==> src/rtl/sort_pkg.sv <==
// Shared constants and helpers for the odd-even transposition sorter.
// The optional index path is compiled in with SORT_INDEX_EN.
package sort_pkg;

  localparam int N_MAX = 16;
  localparam int W_MAX = 32;

  localparam logic SORT_ASC  = 1'b0;
  localparam logic SORT_DESC = 1'b1;

  // Width of a lane index, never narrower than one bit.
  function automatic int clog2(input int n);
    int r;
    r = 0;
    while ((1 << r) < n) r++;
    return (r < 1) ? 1 : r;
  endfunction

endpackage

==> src/rtl/cmp_swap.sv <==
// Combinational compare-exchange of one lane pair; lo/hi are the lower/upper
// lane positions after ordering. Index pair is present with SORT_INDEX_EN.
module cmp_swap
  import sort_pkg::*;
#(
  parameter int W = 8
`ifdef SORT_INDEX_EN
  , parameter int IDXW = 3
`endif
) (
  input  logic [W-1:0]    a,
  input  logic [W-1:0]    b,
  input  logic            desc,
`ifdef SORT_INDEX_EN
  input  logic [IDXW-1:0] a_idx,
  input  logic [IDXW-1:0] b_idx,
  output logic [IDXW-1:0] lo_idx,
  output logic [IDXW-1:0] hi_idx,
`endif
  output logic [W-1:0]    lo,
  output logic [W-1:0]    hi
);

  logic swap;

  // Strict comparison only, so equal keys keep their input order.
  assign swap = (desc == SORT_DESC) ? (a < b) : (a > b);

  assign lo = swap ? b : a;
  assign hi = swap ? a : b;

`ifdef SORT_INDEX_EN
  assign lo_idx = swap ? b_idx : a_idx;
  assign hi_idx = swap ? a_idx : b_idx;
`endif

endmodule

==> src/rtl/odd_even_sort_pipe.sv <==
// N-stage pipelined odd-even transposition sorter with a global stall.
// Define SORT_INDEX_EN to carry original lane indices out on out_idx.
module odd_even_sort_pipe
  import sort_pkg::*;
#(
  parameter int N = 5,
  parameter int W = 8
`ifdef SORT_INDEX_EN
  , localparam int IDXW = clog2(N)
`endif
) (
  input  logic            clk,
  input  logic            rst,
  input  logic            in_valid,
  output logic            in_ready,
  input  logic [N*W-1:0]  in_data,
  input  logic            in_desc,
  output logic            out_valid,
  input  logic            out_ready,
`ifdef SORT_INDEX_EN
  output logic [N*IDXW-1:0] out_idx,
`endif
  output logic [N*W-1:0]  out_data
);

  logic [W-1:0] cur_d    [N][N];
  logic [W-1:0] nxt_d    [N][N];
  logic [W-1:0] stg_data [N][N];
  logic [N-1:0] cur_desc;
  logic [N-2:0] stg_desc;
  logic [N-1:0] stg_valid;
  logic         adv;

  assign out_valid = stg_valid[N-1];
  assign in_ready  = !(out_valid && !out_ready);
  assign adv       = in_ready;
  assign cur_desc  = {stg_desc, in_desc};

  // NOTE: every variable of an always_comb gets a value on every path, else a latch is inferred.
  always_comb begin
    for (int j = 0; j < N; j++) begin
      cur_d[0][j] = in_data[j*W +: W];
    end
    for (int k = 1; k < N; k++) begin
      for (int j = 0; j < N; j++) begin
        cur_d[k][j] = stg_data[k-1][j];
      end
    end
  end

`ifdef SORT_INDEX_EN
  logic [IDXW-1:0] cur_i [N][N];
  logic [IDXW-1:0] nxt_i [N][N];
  logic [IDXW-1:0] stg_i [N][N];

  always_comb begin
    for (int j = 0; j < N; j++) begin
      cur_i[0][j] = IDXW'(j);
    end
    for (int k = 1; k < N; k++) begin
      for (int j = 0; j < N; j++) begin
        cur_i[k][j] = stg_i[k-1][j];
      end
    end
  end
`endif

  // Stage k pairs lanes (j, j+1) whose j has the same parity as k.
  for (genvar k = 0; k < N; k++) begin : g_stage
    for (genvar j = 0; j < N; j++) begin : g_lane
      if (((j % 2) == (k % 2)) && (j + 1 < N)) begin : g_pair
        cmp_swap #(
          .W(W)
`ifdef SORT_INDEX_EN
          , .IDXW(IDXW)
`endif
        ) u_cmp_swap (
          .a      (cur_d[k][j]),
          .b      (cur_d[k][j+1]),
          .desc   (cur_desc[k]),
`ifdef SORT_INDEX_EN
          .a_idx  (cur_i[k][j]),
          .b_idx  (cur_i[k][j+1]),
          .lo_idx (nxt_i[k][j]),
          .hi_idx (nxt_i[k][j+1]),
`endif
          .lo     (nxt_d[k][j]),
          .hi     (nxt_d[k][j+1])
        );
      end else if (!((j >= 1) && (((j - 1) % 2) == (k % 2)))) begin : g_pass
        assign nxt_d[k][j] = cur_d[k][j];
`ifdef SORT_INDEX_EN
        assign nxt_i[k][j] = cur_i[k][j];
`endif
      end
    end
  end

  // NOTE: only valid bits are reset; stage payload is always qualified by its valid bit.
  always_ff @(posedge clk) begin
    if (rst) begin
      stg_valid <= '0;
    end else if (adv) begin
      stg_valid <= {stg_valid[N-2:0], in_valid};
    end
  end

  always_ff @(posedge clk) begin
    if (adv) begin
      stg_desc <= cur_desc[N-2:0];
      for (int k = 0; k < N; k++) begin
        for (int j = 0; j < N; j++) begin
          stg_data[k][j] <= nxt_d[k][j];
        end
      end
    end
  end

  always_comb begin
    out_data = '0;
    if (out_valid) begin
      for (int j = 0; j < N; j++) begin
        out_data[j*W +: W] = stg_data[N-1][j];
      end
    end
  end

`ifdef SORT_INDEX_EN
  always_ff @(posedge clk) begin
    if (adv) begin
      for (int k = 0; k < N; k++) begin
        for (int j = 0; j < N; j++) begin
          stg_i[k][j] <= nxt_i[k][j];
        end
      end
    end
  end

  always_comb begin
    out_idx = '0;
    if (out_valid) begin
      for (int j = 0; j < N; j++) begin
        out_idx[j*IDXW +: IDXW] = stg_i[N-1][j];
      end
    end
  end
`endif

endmodule

==> config.mk <==
export PLATFORM = sky130hd
export DESIGN_NAME = odd_even_sort_pipe
export DESIGN_NICKNAME = d
export VERILOG_FILES = /design/src/rtl/sort_pkg.sv /design/src/rtl/cmp_swap.sv /design/src/rtl/odd_even_sort_pipe.sv
export SDC_FILE = /design/constraint.sdc
export NUM_CORES = 1
export LEC_CHECK = 0
export ABC_AREA = 1
export ABC_CLOCK_PERIOD_IN_PS = 7300
export CAP_MARGIN = 20
export CORE_ASPECT_RATIO = 0.9
export CORE_UTILIZATION = 45
export CTS_CLUSTER_DIAMETER = 200
export DETAILED_ROUTE_END_ITERATION = 6
export GPL_ROUTABILITY_DRIVEN = 0
export PLACE_DENSITY = 0.73
export SYNTH_ARGS = -nofsm -noshare
export SYNTH_HDL_FRONTEND = slang
export SYNTH_SLANG_ARGS = --single-unit
==> constraint.sdc <==
create_clock -name clk -period 7.3 [get_ports clk]
set_clock_uncertainty 0.2 [all_clocks]
set_input_delay 1.46 -clock clk [delete_from_list [all_inputs] [get_ports clk]]
set_output_delay 1.46 -clock clk [all_outputs]
set_load 0.03 [all_outputs]
== Word-level counts from Yosys, hierarchy flattened ==
Memories as Yosys holds them, arrays and structs flattened.
Cells that the tools add are included.

* Flip-flop bits (word level): 9
* Bits in writable memories: 200
* Input bits: 45
* Output and inout bits: 42
* Word-level logic and storage cells: 58
* Memories kept: 1

{| class="wikitable"
|+ Memories
! memory !! words !! bits a word !! read ports !! clocked after Yosys merged registers in !! write ports !! RTL line !! RTL
|-
| stg_data || 5 || 40 || 5 || 0 || 5 || odd_even_sort_pipe.sv:28 || <nowiki>logic [W-1:0] stg_data [N][N];</nowiki>
|}

* Magnitude comparators: 20
* Multiplexer cells: 32
* Reduce and logical (&&, ||, !) cells: 3

{| class="wikitable"
|+ Operator list
! cell !! count
|-
| $mux 8 || 20
|-
| $gt 8x8->1 || 10
|-
| $lt 8x8->1 || 10
|-
| $mux 40 || 1
|-
| $mux 1 || 11
|-
| $logic_not 1->1 || 2
|-
| $logic_and 1x1->1 || 1
|}

== Longest topological paths before layout ==
Gate-level depths: netlist of run 1.
An unclocked memory read counts as a cell.

* Depth after elaboration: 4
* Gate-level depth with buffers: 14
* Gate-level depth less buffers: 13

== Cells and area by module ==
A second synthesis of run 1 with hierarchy kept.

* Cell total of the unflattened synthesis: 1,231
* Area total of the unflattened synthesis: 11,636.2 um^2

{| class="wikitable"
|+ By module, submodules not included
! module !! instances !! cells each !! area each (um^2) !! seq. area each (um^2)
|-
| odd_even_sort_pipe || 1 || 321 || 6,693.9 || 6,226.0
|-
| cmp_swap || 10 || 91 || 494.2 || 0.0
|}

== Least setup slack after synthesis of run 1 ==
Ideal clock, no wire load.

* Path kind: input to output
* From: input out_ready
* To: output in_ready
* Arrival: 5,715 ps
* Required time: 5,640 ps
* Setup slack: -75 ps
* Stages on the path: 2
* Buffers on the path: 0
* Cells stage by stage: nor2_1 > inv_1

* Word-level cells in the longest chain between the ends: 3

{| class="wikitable"
|+ RTL lines
! what !! RTL line !! RTL
|-
| start: declaration || odd_even_sort_pipe.sv:19 || <nowiki>input logic out_ready,</nowiki>
|-
| $logic_not 1->1 || odd_even_sort_pipe.sv:35 || <nowiki>assign in_ready = !(out_valid && !out_ready);</nowiki>
|-
| $logic_and 1x1->1 || odd_even_sort_pipe.sv:35 ||
|-
| $logic_not 1->1 || odd_even_sort_pipe.sv:35 ||
|-
| end: declaration || odd_even_sort_pipe.sv:15 || <nowiki>output logic in_ready,</nowiki>
|}

Every way passes these cells.

== Worst setup path after layout of run 1 ==
Same ends and word-level chain as after synthesis.

==> metrics, run 1 <==
CP Launch Type primary input; CTS tree yes; Rows 55; Core ar. 25260 µm²; largest area contributor in the netlist edfxtp_1; antenna cells 0; flop-to-flop setup slack 4.18 ns; relative slew slack 35.78%; WHS Endpoint stg_data[4][5]; area grow syn2layout 15.67%; drt wl/cell 12.43 µm; worst-margin pin slew 0.9633 ns; #FFs+latches synth 209; first-pass GRT wire length 34.21 mm; endpoint class of the critical path primary output; PwrDens 375.7 nW/µm²; routed wire length 20.64 mm; Setup Fix Bufs, Post-CTS 0; status finished, final reports clean; syn_area_per_cell 9.501 µm²; Die Y 154.4 µm; Clock Pin Slew Worst Setup and Hold Paths 0.06 ns; setup_tns 0 ns; CP peak stage delay 0.66 ns; total vias in the final route 8018; Worst R2R Path Depth 6; vias in the first global route 7320; area occupied by multi-input gates 4511 µm²; synthesized area 11610 µm²; Detailed Route Iter0 Violations 486; total track usage 15.95%; HPWL after DPL 15.21 mm; Synth Net Count 1347; I/O Buffers 86; CP arrival 3.33 ns; Worst-Skew Late Latency 0.51 ns; cts repair resizes 0; nets@finish 1427; total global routing overflow 0; unrepaired setup endpoints after global routing false; CP max FO 6; Synth Warn # 0; WS Path Type primary input to primary output; Fin Hold WS 0.2123 ns; 1st-pass router iterations 5; fin crit share 68.37%; max-slew violation count 0; H-tree Lvls 1; Core Util, Final 53.17%; hold_buf cts 0; Starting Density 45.97%; Top Ports 87; pin count of the biggest net entering global routing 82; layout cells sized above 1 8.795%; TritonCTS Buffers 23; CTS root buffer clkbuf_16; Synth area leaders edfxtp_1, nand2_1, ha_1; CP required 5.64 ns; Max Fclk 0.2003 GHz; vias per inst 4.827; register area 6226 µm²; reg-to-reg startpoint stg_valid[4]; clk buf depth 3; VDD IR max 192.0 µV; # clock sinks 209; leakage 6.602 nW; initial antenna violation count 0; Hold Crit Depth 0; maxcap violations 0; cell family with most CP delay buffers and inverters; area share of the largest cell type after synthesis 52.76%; Post-Syn Instances 1222; worst min path class register to register; endpoints failing setup 0; Routed Antenna Nets 0; critical path's most frequent cell clkdlybuf4s50_1; most frequent cells in the layout nand2_1, edfxtp_1, inv_1, nand3_1, clkdlybuf4s50_1; minimum clock period 4.991 ns; detailed-route DRC error count 0; commonest non-fill, non-tap cell in the layout nand2_1; Fin. Hold Viols 0; Synth cell types 22; CP cell instances clkdlybuf4s50_1, nor2_1, clkinvlp_4, clkdlybuf4s50_1; sequential fraction of the synthesis area 53.63%; Worst Path Buf+Inv 3; Hold Path Origin stg_data[3][5]; CP max stage cell clkdlybuf4s50_1; Die W 171.3 µm; filler instances 2228; reg2reg end stg_data[0][30]; Die ar. 26450 µm²
Yosys cell counts:
master and instances:
nand2_1 447, edfxtp_1 204, inv_1 162, nand3_1 160, ha_1 80, nand2_2 24, a21oi_1 22, nand2_4 20
nor2_1 15, a21o_1 10, buf_2 10, buf_4 10, nand3_4 10, nor2_4 10, buf_6 9, nand4_1 7
a21oi_2 5, clkbuf_1 5, dfxtp_1 5, nor2_2 5, a211oi_1 1, buf_12 1
per-layer routing:
metal | wire, µm | up-vias | track usage (%) | share of wire, %
met5 | 0 | - | 0 | 0
met4 | 503 | 0 | 4.379 | 2.4
met3 | 865 | 40 | 2.610 | 4.2
met2 | 9685 | 175 | 27.00 | 47
met1 | 9585 | 3614 | 21.11 | 46
li1 | - | 4189 | - | -
cells by family (layout without fill, tap and decap cells):
logic type	Yosys count	count (layout)	share of synthesized area, %
adder cells (fa/ha/maj)	80	80	8.622
AO/OA/AOI/OAI	38	38	2.037
flip-flops	209	209	53.63
buffers and inverters	197	294	7.522
AND/OR/NAND/NOR	698	698	28.19
worst max-delay path by stage:
stage / slack (ns) / startpoint / depth (start not counted) / endpoint
floorplan: 1.35 / out_ready / 2 / in_ready
global placement: 2.28 / out_ready / 4 / in_ready
detailed placement: 2.31 / out_ready / 4 / in_ready
CTS: 2.31 / out_ready / 4 / in_ready
global route: 2.21 / out_ready / 4 / in_ready
finish: 2.31 / out_ready / 4 / in_ready
registers in the layout, indices dropped and copies added (netlist names):
signal / count
stg_data: 200
stg_valid: 5
stg_desc: 4
metrics by stage:
| step | worst slack, ns | area [µm²] | total power, mW | cells |
|---|---|---|---|---|
| 5_1_grt | 2.206 | 13430 | 5.432 | 1661 |
| 6_report | 2.309 | 13430 | 5.045 | 1661 |
| 2_1_floorplan | 1.349 | 11610 | 3.602 | 1222 |
| 3_3_place_gp | 2.278 | 12670 | 3.827 | 1619 |
| 4_1_cts | 2.310 | 13430 | 5.086 | 1661 |
| 3_5_place_dp | 2.314 | 12670 | 3.931 | 1619 |
power by group:
group	internal [mW]	switching, mW	total, mW
sequential	1.92	0.286	2.20
combinational	0.631	1.08	1.71
clock	0.683	0.450	1.13
cell type report:
class / count / area share [%]
sequential: 209 / 46.36
multi-input combinational: 816 / 33.59
timing repair buffer: 90 / 6.634
clock buffer: 28 / 4.659
inverter: 162 / 4.556
tap: 342 / 3.186
clock inverter: 14 / 1.016
No activity file was read; power rests on OpenSTA's default activity.
==> run 2, diff against run 1 <==
--- a/config.mk
+++ b/config.mk
@@ -6,14 +6,14 @@
 export NUM_CORES = 1
 export LEC_CHECK = 0
 export ABC_AREA = 1
-export ABC_CLOCK_PERIOD_IN_PS = 7300
+export ABC_CLOCK_PERIOD_IN_PS = 4800
 export CAP_MARGIN = 20
 export CORE_ASPECT_RATIO = 0.9
 export CORE_UTILIZATION = 45
 export CTS_CLUSTER_DIAMETER = 200
 export DETAILED_ROUTE_END_ITERATION = 6
 export GPL_ROUTABILITY_DRIVEN = 0
-export PLACE_DENSITY = 0.73
+export PLACE_DENSITY = 0.71
 export SYNTH_ARGS = -nofsm -noshare
 export SYNTH_HDL_FRONTEND = slang
 export SYNTH_SLANG_ARGS = --single-unit
==> constraint.sdc (replaced) <==
create_clock -name clk -period 4.8 [get_ports clk]
set_clock_uncertainty 0.2 [all_clocks]
set_input_delay 0.96 -clock clk [delete_from_list [all_inputs] [get_ports clk]]
set_output_delay 0.96 -clock clk [all_outputs]
set_load 0.03 [all_outputs]
==> metrics, run 2 (same netlist as run 1, synthesis figures left out) <==
endpoint class of the critical path primary output; CP required 3.64 ns (-2.00 ns); Top Ports 87 (unchanged); CTS tree yes; Worst R2R Path Depth 6 (unchanged); PnR worst setup slack 1.318 ns (-0.9902 ns); worst min path class register to register; max reg flops 200 (unchanged); first-pass GRT wire length 34.66 mm (+1.3%); Die W 171.3 µm (unchanged); drt wl/cell 12.36 µm (-0.55%); Detailed Route Iter0 Violations 510 (+4.9%); Placed Cells 1618 (-0.062%); WHS Endpoint stg_data[3][37]; Final Non-Filler Cells 1657 (-0.24%); pin count of the biggest net entering global routing 163 (+99%); total vias in the final route 7983 (-0.44%); max-slew violation count 0 (unchanged); flop-to-flop setup slack 1.94 ns (-2.24 ns); Max Fclk 0.2872 GHz; initial antenna violation count 0 (unchanged); TritonCTS Buffers 23 (unchanged); Rows 55 (unchanged); Core ar. 25260 µm² (unchanged); WS Path Type register to primary output; CP peak stage delay 0.67 ns (about the same); relative slew slack 37.80% (+2.0 points); Hold Crit Depth 0 (unchanged); HPWL after DPL 15.00 mm (-1.3%); clk buf depth 3 (unchanged); cell family with most CP delay buffers and inverters; Die ar. 26450 µm² (unchanged); total track usage 16.14% (+0.19 points); design area 13480 µm² (+0.36%); Routed Antenna Nets 0 (unchanged); status finished, final reports clean; endpoints failing setup 0 (unchanged); CP Launch Type register; most frequent cells in the layout nand2_1, edfxtp_1, inv_1, nand3_1, clkdlybuf4s50_1; Setup crit start stg_valid[4]; CTS root buffer clkbuf_16; Worst-Skew Late Latency 0.50 ns (about the same); # clock sinks 209 (unchanged); vias in the first global route 7386 (+0.90%); reg-to-reg startpoint stg_valid[4]; area grow syn2layout 16.09%; Power, Total 7.789 mW (+54%); Starting Density 45.97% (unchanged); Hold Path Origin stg_data[2][37]; hold_buf cts 0 (unchanged); total global routing overflow 0 (unchanged); H-tree Lvls 1 (unchanged); CP max stage cell clkdlybuf4s50_1; PwrDens 577.9 nW/µm² (+54%); Worst Path Buf+Inv 3 (unchanged); I/O Buffers 86 (unchanged); Fin. Hold Viols 0 (unchanged); leakage 6.630 nW (+0.43%); antenna cells 0 (unchanged); Top Registers stg_data: 200 flops, stg_valid: 5 flops, stg_desc: 4 flops; minimum clock period 3.482 ns; Die Y 154.4 µm (unchanged); cts repair resizes 0 (unchanged); detailed-route DRC error count 0 (unchanged); Top reg by flops stg_data; routed wire length 20.48 mm (-0.79%); layout cells sized above 1 8.669% (-0.13 points); maxcap violations 0 (unchanged); commonest non-fill, non-tap cell in the layout nand2_1; vias per inst 4.818 (-0.20%); Placement Setup Slack 1.294 ns (-1.020 ns); CP max FO 26 (+20); Setup Fix Bufs, Post-CTS 0 (unchanged); reg2reg end stg_data[2][3]; 1st-pass router iterations 5 (unchanged); worst-margin pin slew 0.9331 ns (-0.03020 ns); CP cell instances buf_4, nand2_1, inv_1, clkdlybuf4s50_1; placed cell area 12680 µm² (about the same); filler instances 2212 (-0.72%); nets@finish 1426 (-0.070%); CP arrival 2.32 ns (-1.01 ns); fin crit share 72.53%; Clock Pin Slew Worst Setup and Hold Paths 0.06 ns (about the same); unrepaired setup endpoints after global routing false; VDD IR max 254.1 µV (+32%)
-- run 2: stage by stage --
stage,util [%],TNS [ns],hold WS (ns)
floorplan,-,-26.68,0.2003
global placement,50.20,0,0.2016
detailed placement,50.20,0,0.2045
CTS,53.37,0,0.2114
global route,53.37,0,0.2195
finish,53.37,0,0.2056
-- run 2: cell type report --
type | count | area (µm²) | area share [%]
repair buffers | 89 | 893.4 | 6.628
clock buffers | 30 | 631.9 | 4.688
well taps | 342 | 427.9 | 3.175
inverters | 162 | 611.8 | 4.540
clock inverters | 9 | 168.9 | 1.253
multi-input cells | 816 | 4518 | 33.52
flip-flops and latches | 209 | 6226 | 46.19
-- run 2: power breakdown --
| part | internal (mW) | switching (mW) | total (mW) |
|---|---|---|---|
| clock | 1.19 | 0.667 | 1.85 |
| combinational | 0.957 | 1.63 | 2.58 |
| sequential | 2.91 | 0.439 | 3.35 |
| total | 5.06 | 2.73 | 7.79 |
-- run 2: worst max path at each step --
stage | cells past startpoint | end
after global routing | 4 | out_data[22]
after global placement | 5 | stg_data[2][17]
after floorplan | 2 | stg_data[0][0]
after CTS | 4 | out_data[39]
after detailed placement | 5 | stg_data[2][16]
final | 4 | out_data[39]
-- run 2: routing by layer --
| metal | up-vias | global-route usage [%] | routed length (µm) |
|---|---|---|---|
| met5 | - | 0 | 0 |
| met4 | 0 | 4.847 | 487 |
| met3 | 33 | 2.380 | 858 |
| met2 | 188 | 26.91 | 9567 |
| met1 | 3591 | 21.73 | 9563 |
| li1 | 4171 | - | - |
-- run 2: worst reg2reg max path, delay by kind of cell, from the launching register on --
kind | cells | cell delay [ns]
buffers and inverters | 5 | 1.73
flip-flops | 1 | 0.48
AND/OR/NAND/NOR | 1 | 0.07
==> run 3, diff against run 2 <==
--- a/config.mk
+++ b/config.mk
@@ -6,14 +6,14 @@
 export NUM_CORES = 1
 export LEC_CHECK = 0
 export ABC_AREA = 1
-export ABC_CLOCK_PERIOD_IN_PS = 4800
+export ABC_CLOCK_PERIOD_IN_PS = 3000
 export CAP_MARGIN = 20
 export CORE_ASPECT_RATIO = 0.9
 export CORE_UTILIZATION = 45
 export CTS_CLUSTER_DIAMETER = 200
 export DETAILED_ROUTE_END_ITERATION = 6
 export GPL_ROUTABILITY_DRIVEN = 0
-export PLACE_DENSITY = 0.71
+export PLACE_DENSITY = 0.73
 export SYNTH_ARGS = -nofsm -noshare
 export SYNTH_HDL_FRONTEND = slang
 export SYNTH_SLANG_ARGS = --single-unit
==> constraint.sdc (replaced) <==
create_clock -name clk -period 3 [get_ports clk]
set_clock_uncertainty 0.2 [all_clocks]
set_input_delay 0.6 -clock clk [delete_from_list [all_inputs] [get_ports clk]]
set_output_delay 0.6 -clock clk [all_outputs]
set_load 0.03 [all_outputs]
==> metrics, run 3 (same netlist as run 1, synthesis figures left out) <==
status finished, final reports clean; sw frac 35.65% (+0.58 points); Starting Density 45.97% (unchanged); drt wl/cell 12.21 µm (-1.2%); Setup Fix Bufs, Post-CTS 0 (unchanged); Core ar. 25260 µm² (unchanged); endpoint class of the critical path primary output; Worst-Skew Late Latency 0.50 ns (about the same); Detailed Route Iter0 Violations 534 (+4.7%); Die W 171.3 µm (unchanged); PwrDens 902.3 nW/µm² (+56%); Routed Antenna Nets 0 (unchanged); HPWL after DPL 15.32 mm (+2.1%); Worst R2R Path Depth 8 (+2); Top reg by flops stg_data; total vias in the final route 8013 (+0.38%); Core Util, Final 53.13% (-0.23 points); register area 6230 µm² (about the same); fin crit share 94.49%; CP required 2.20 ns (-1.44 ns); Max Fclk 0.3528 GHz; # clock sinks 209 (unchanged); leakage 6.596 nW (-0.51%); PnR worst setup slack 0.1654 ns (-1.153 ns); CP arrival 2.03 ns (-0.29 ns); I/O Buffers 86 (unchanged); unrepaired setup endpoints after global routing false; Top Ports 87 (unchanged); antenna cells 0 (unchanged); clock network fraction of design power 21.5% (-2.3 points); CTS root buffer clkbuf_16; endpoints failing setup 0 (unchanged); TritonCTS Buffers 22 (-4.3%); first-pass GRT wire length 34.85 mm (+0.56%); initial antenna violation count 0 (unchanged); Power, Total 12.11 mW (+55%); relative slew slack 68.79% (+31 points); worst-margin pin slew 0.4682 ns (-0.4649 ns); nets@finish 1428 (+0.14%); 1st-pass router iterations 5 (unchanged); reg2reg end stg_data[2][24]; vias in the first global route 7523 (+1.9%); CP Launch Type register; detailed-route DRC error count 0 (unchanged); Clock Pin Slew Worst Setup and Hold Paths 0.05 ns (about the same); vias per inst 4.830 (+0.25%); Hold Path Origin stg_data[1][6]; worst min path class register to register; hold_buf cts 0 (unchanged); filler instances 2234 (+0.99%); area grow syn2layout 15.58%; sequential share of power 44.2% (+1.2 points); commonest non-fill, non-tap cell in the layout nand2_1; Combinational Power Share 34.3% (+1.1 points); net switching power 4.316 mW (+58%); WS Path Type register to primary output; Fin. Hold Viols 0 (unchanged); clk buf depth 3 (unchanged); max-slew violation count 0 (unchanged); area occupied by multi-input gates 4518 µm² (unchanged); Placement Setup Slack 0.1455 ns (-1.149 ns); total global routing overflow 0 (unchanged); Die Y 154.4 µm (unchanged); maxcap violations 0 (unchanged); total track usage 16.08% (-0.061 points); max reg flops 200 (unchanged); Hold Crit Depth 0 (unchanged); P_int 7.792 mW (+54%); Top Registers stg_data: 200 flops, stg_valid: 5 flops, stg_desc: 4 flops; most frequent cells in the layout nand2_1, edfxtp_1, nand3_1, inv_1, clkdlybuf4s50_1; crit path to out_data[39]; flop-to-flop setup slack 0.82 ns (-1.12 ns); Setup crit start stg_valid[4]; CTS tree yes; H-tree Lvls 1 (unchanged); VDD IR max 529.2 µV (+110%); layout cells sized above 1 8.580% (-0.089 points); pin count of the biggest net entering global routing 88 (-46%); CP max FO 25 (-3.8%); reg-to-reg startpoint stg_data[1][39]; Die ar. 26450 µm² (unchanged); routed wire length 20.26 mm (-1.1%); cts repair resizes 0 (unchanged); minimum clock period 2.835 ns; Rows 55 (unchanged)
[run 3: cell types whose count changed in the layout (fill, tap and decap cells not counted), sizes merged]
cell / change
buf: +2
bufinv: -3
clkbuf: +2
clkdlybuf4s50: +1
clkinv: -1
clkinvlp: +1
[run 3: how the worst min path moves through the flow]
stage	to	slack [ns]
2_1_floorplan	stg_data[1][32]	0.20
3_3_place_gp	stg_data[2][7]	0.20
3_5_place_dp	stg_data[1][33]	0.20
4_1_cts	stg_data[2][6]	0.22
5_1_grt	stg_data[2][0]	0.23
6_report	stg_data[2][6]	0.22
[run 3: final cells by class]
class                      instances  area share (%)
clock buffer                      32           4.615
inverter                         162           4.559
multi-input combinational        816           33.67
clock inverter                     6          0.6061
tap                              342           3.189
sequential                       209           46.42
timing repair buffer              92           6.937
[run 3: worst max-delay path: stages, from the launching register on]
cell	delay, ns
dfxtp_4	0.45
buf_4	0.27
nand2_1	0.08
inv_1	0.08
clkdlybuf4s50_1	0.67
[run 3: per-layer routing]
metal,global-route usage [%],part of all wire [%],vias to the layer above
li1,-,-,4181
met1,22.09,47,3603
met2,26.93,47,202
met3,2.175,4.7,27
met4,3.784,2.0,0
met5,0,0,-
[run 3: power groups by stage]
stage / Clock [mW] / Combinational [mW] / Sequential (mW)
finish: 2.61 / 4.15 / 5.35
global route: 2.77 / 4.83 / 5.48
floorplan: 0 / 3.65 / 5.11
global placement: 0 / 3.94 / 5.38
CTS: 2.66 / 4.18 / 5.36
detailed placement: 0 / 4.16 / 5.41
[run 3: per-stage QoR]
stage / hold slack (ns) / setup TNS [ns] / std cells / instance area [µm²]
floorplan: 0.2003 / -325.87 / 1222 / 11630
global placement: 0.2025 / 0 / 1621 / 12720
detailed placement: 0.2045 / 0 / 1621 / 12720
CTS: 0.2177 / 0 / 1659 / 13420
global route: 0.2265 / 0 / 1659 / 13420
finish: 0.2177 / 0 / 1659 / 13420
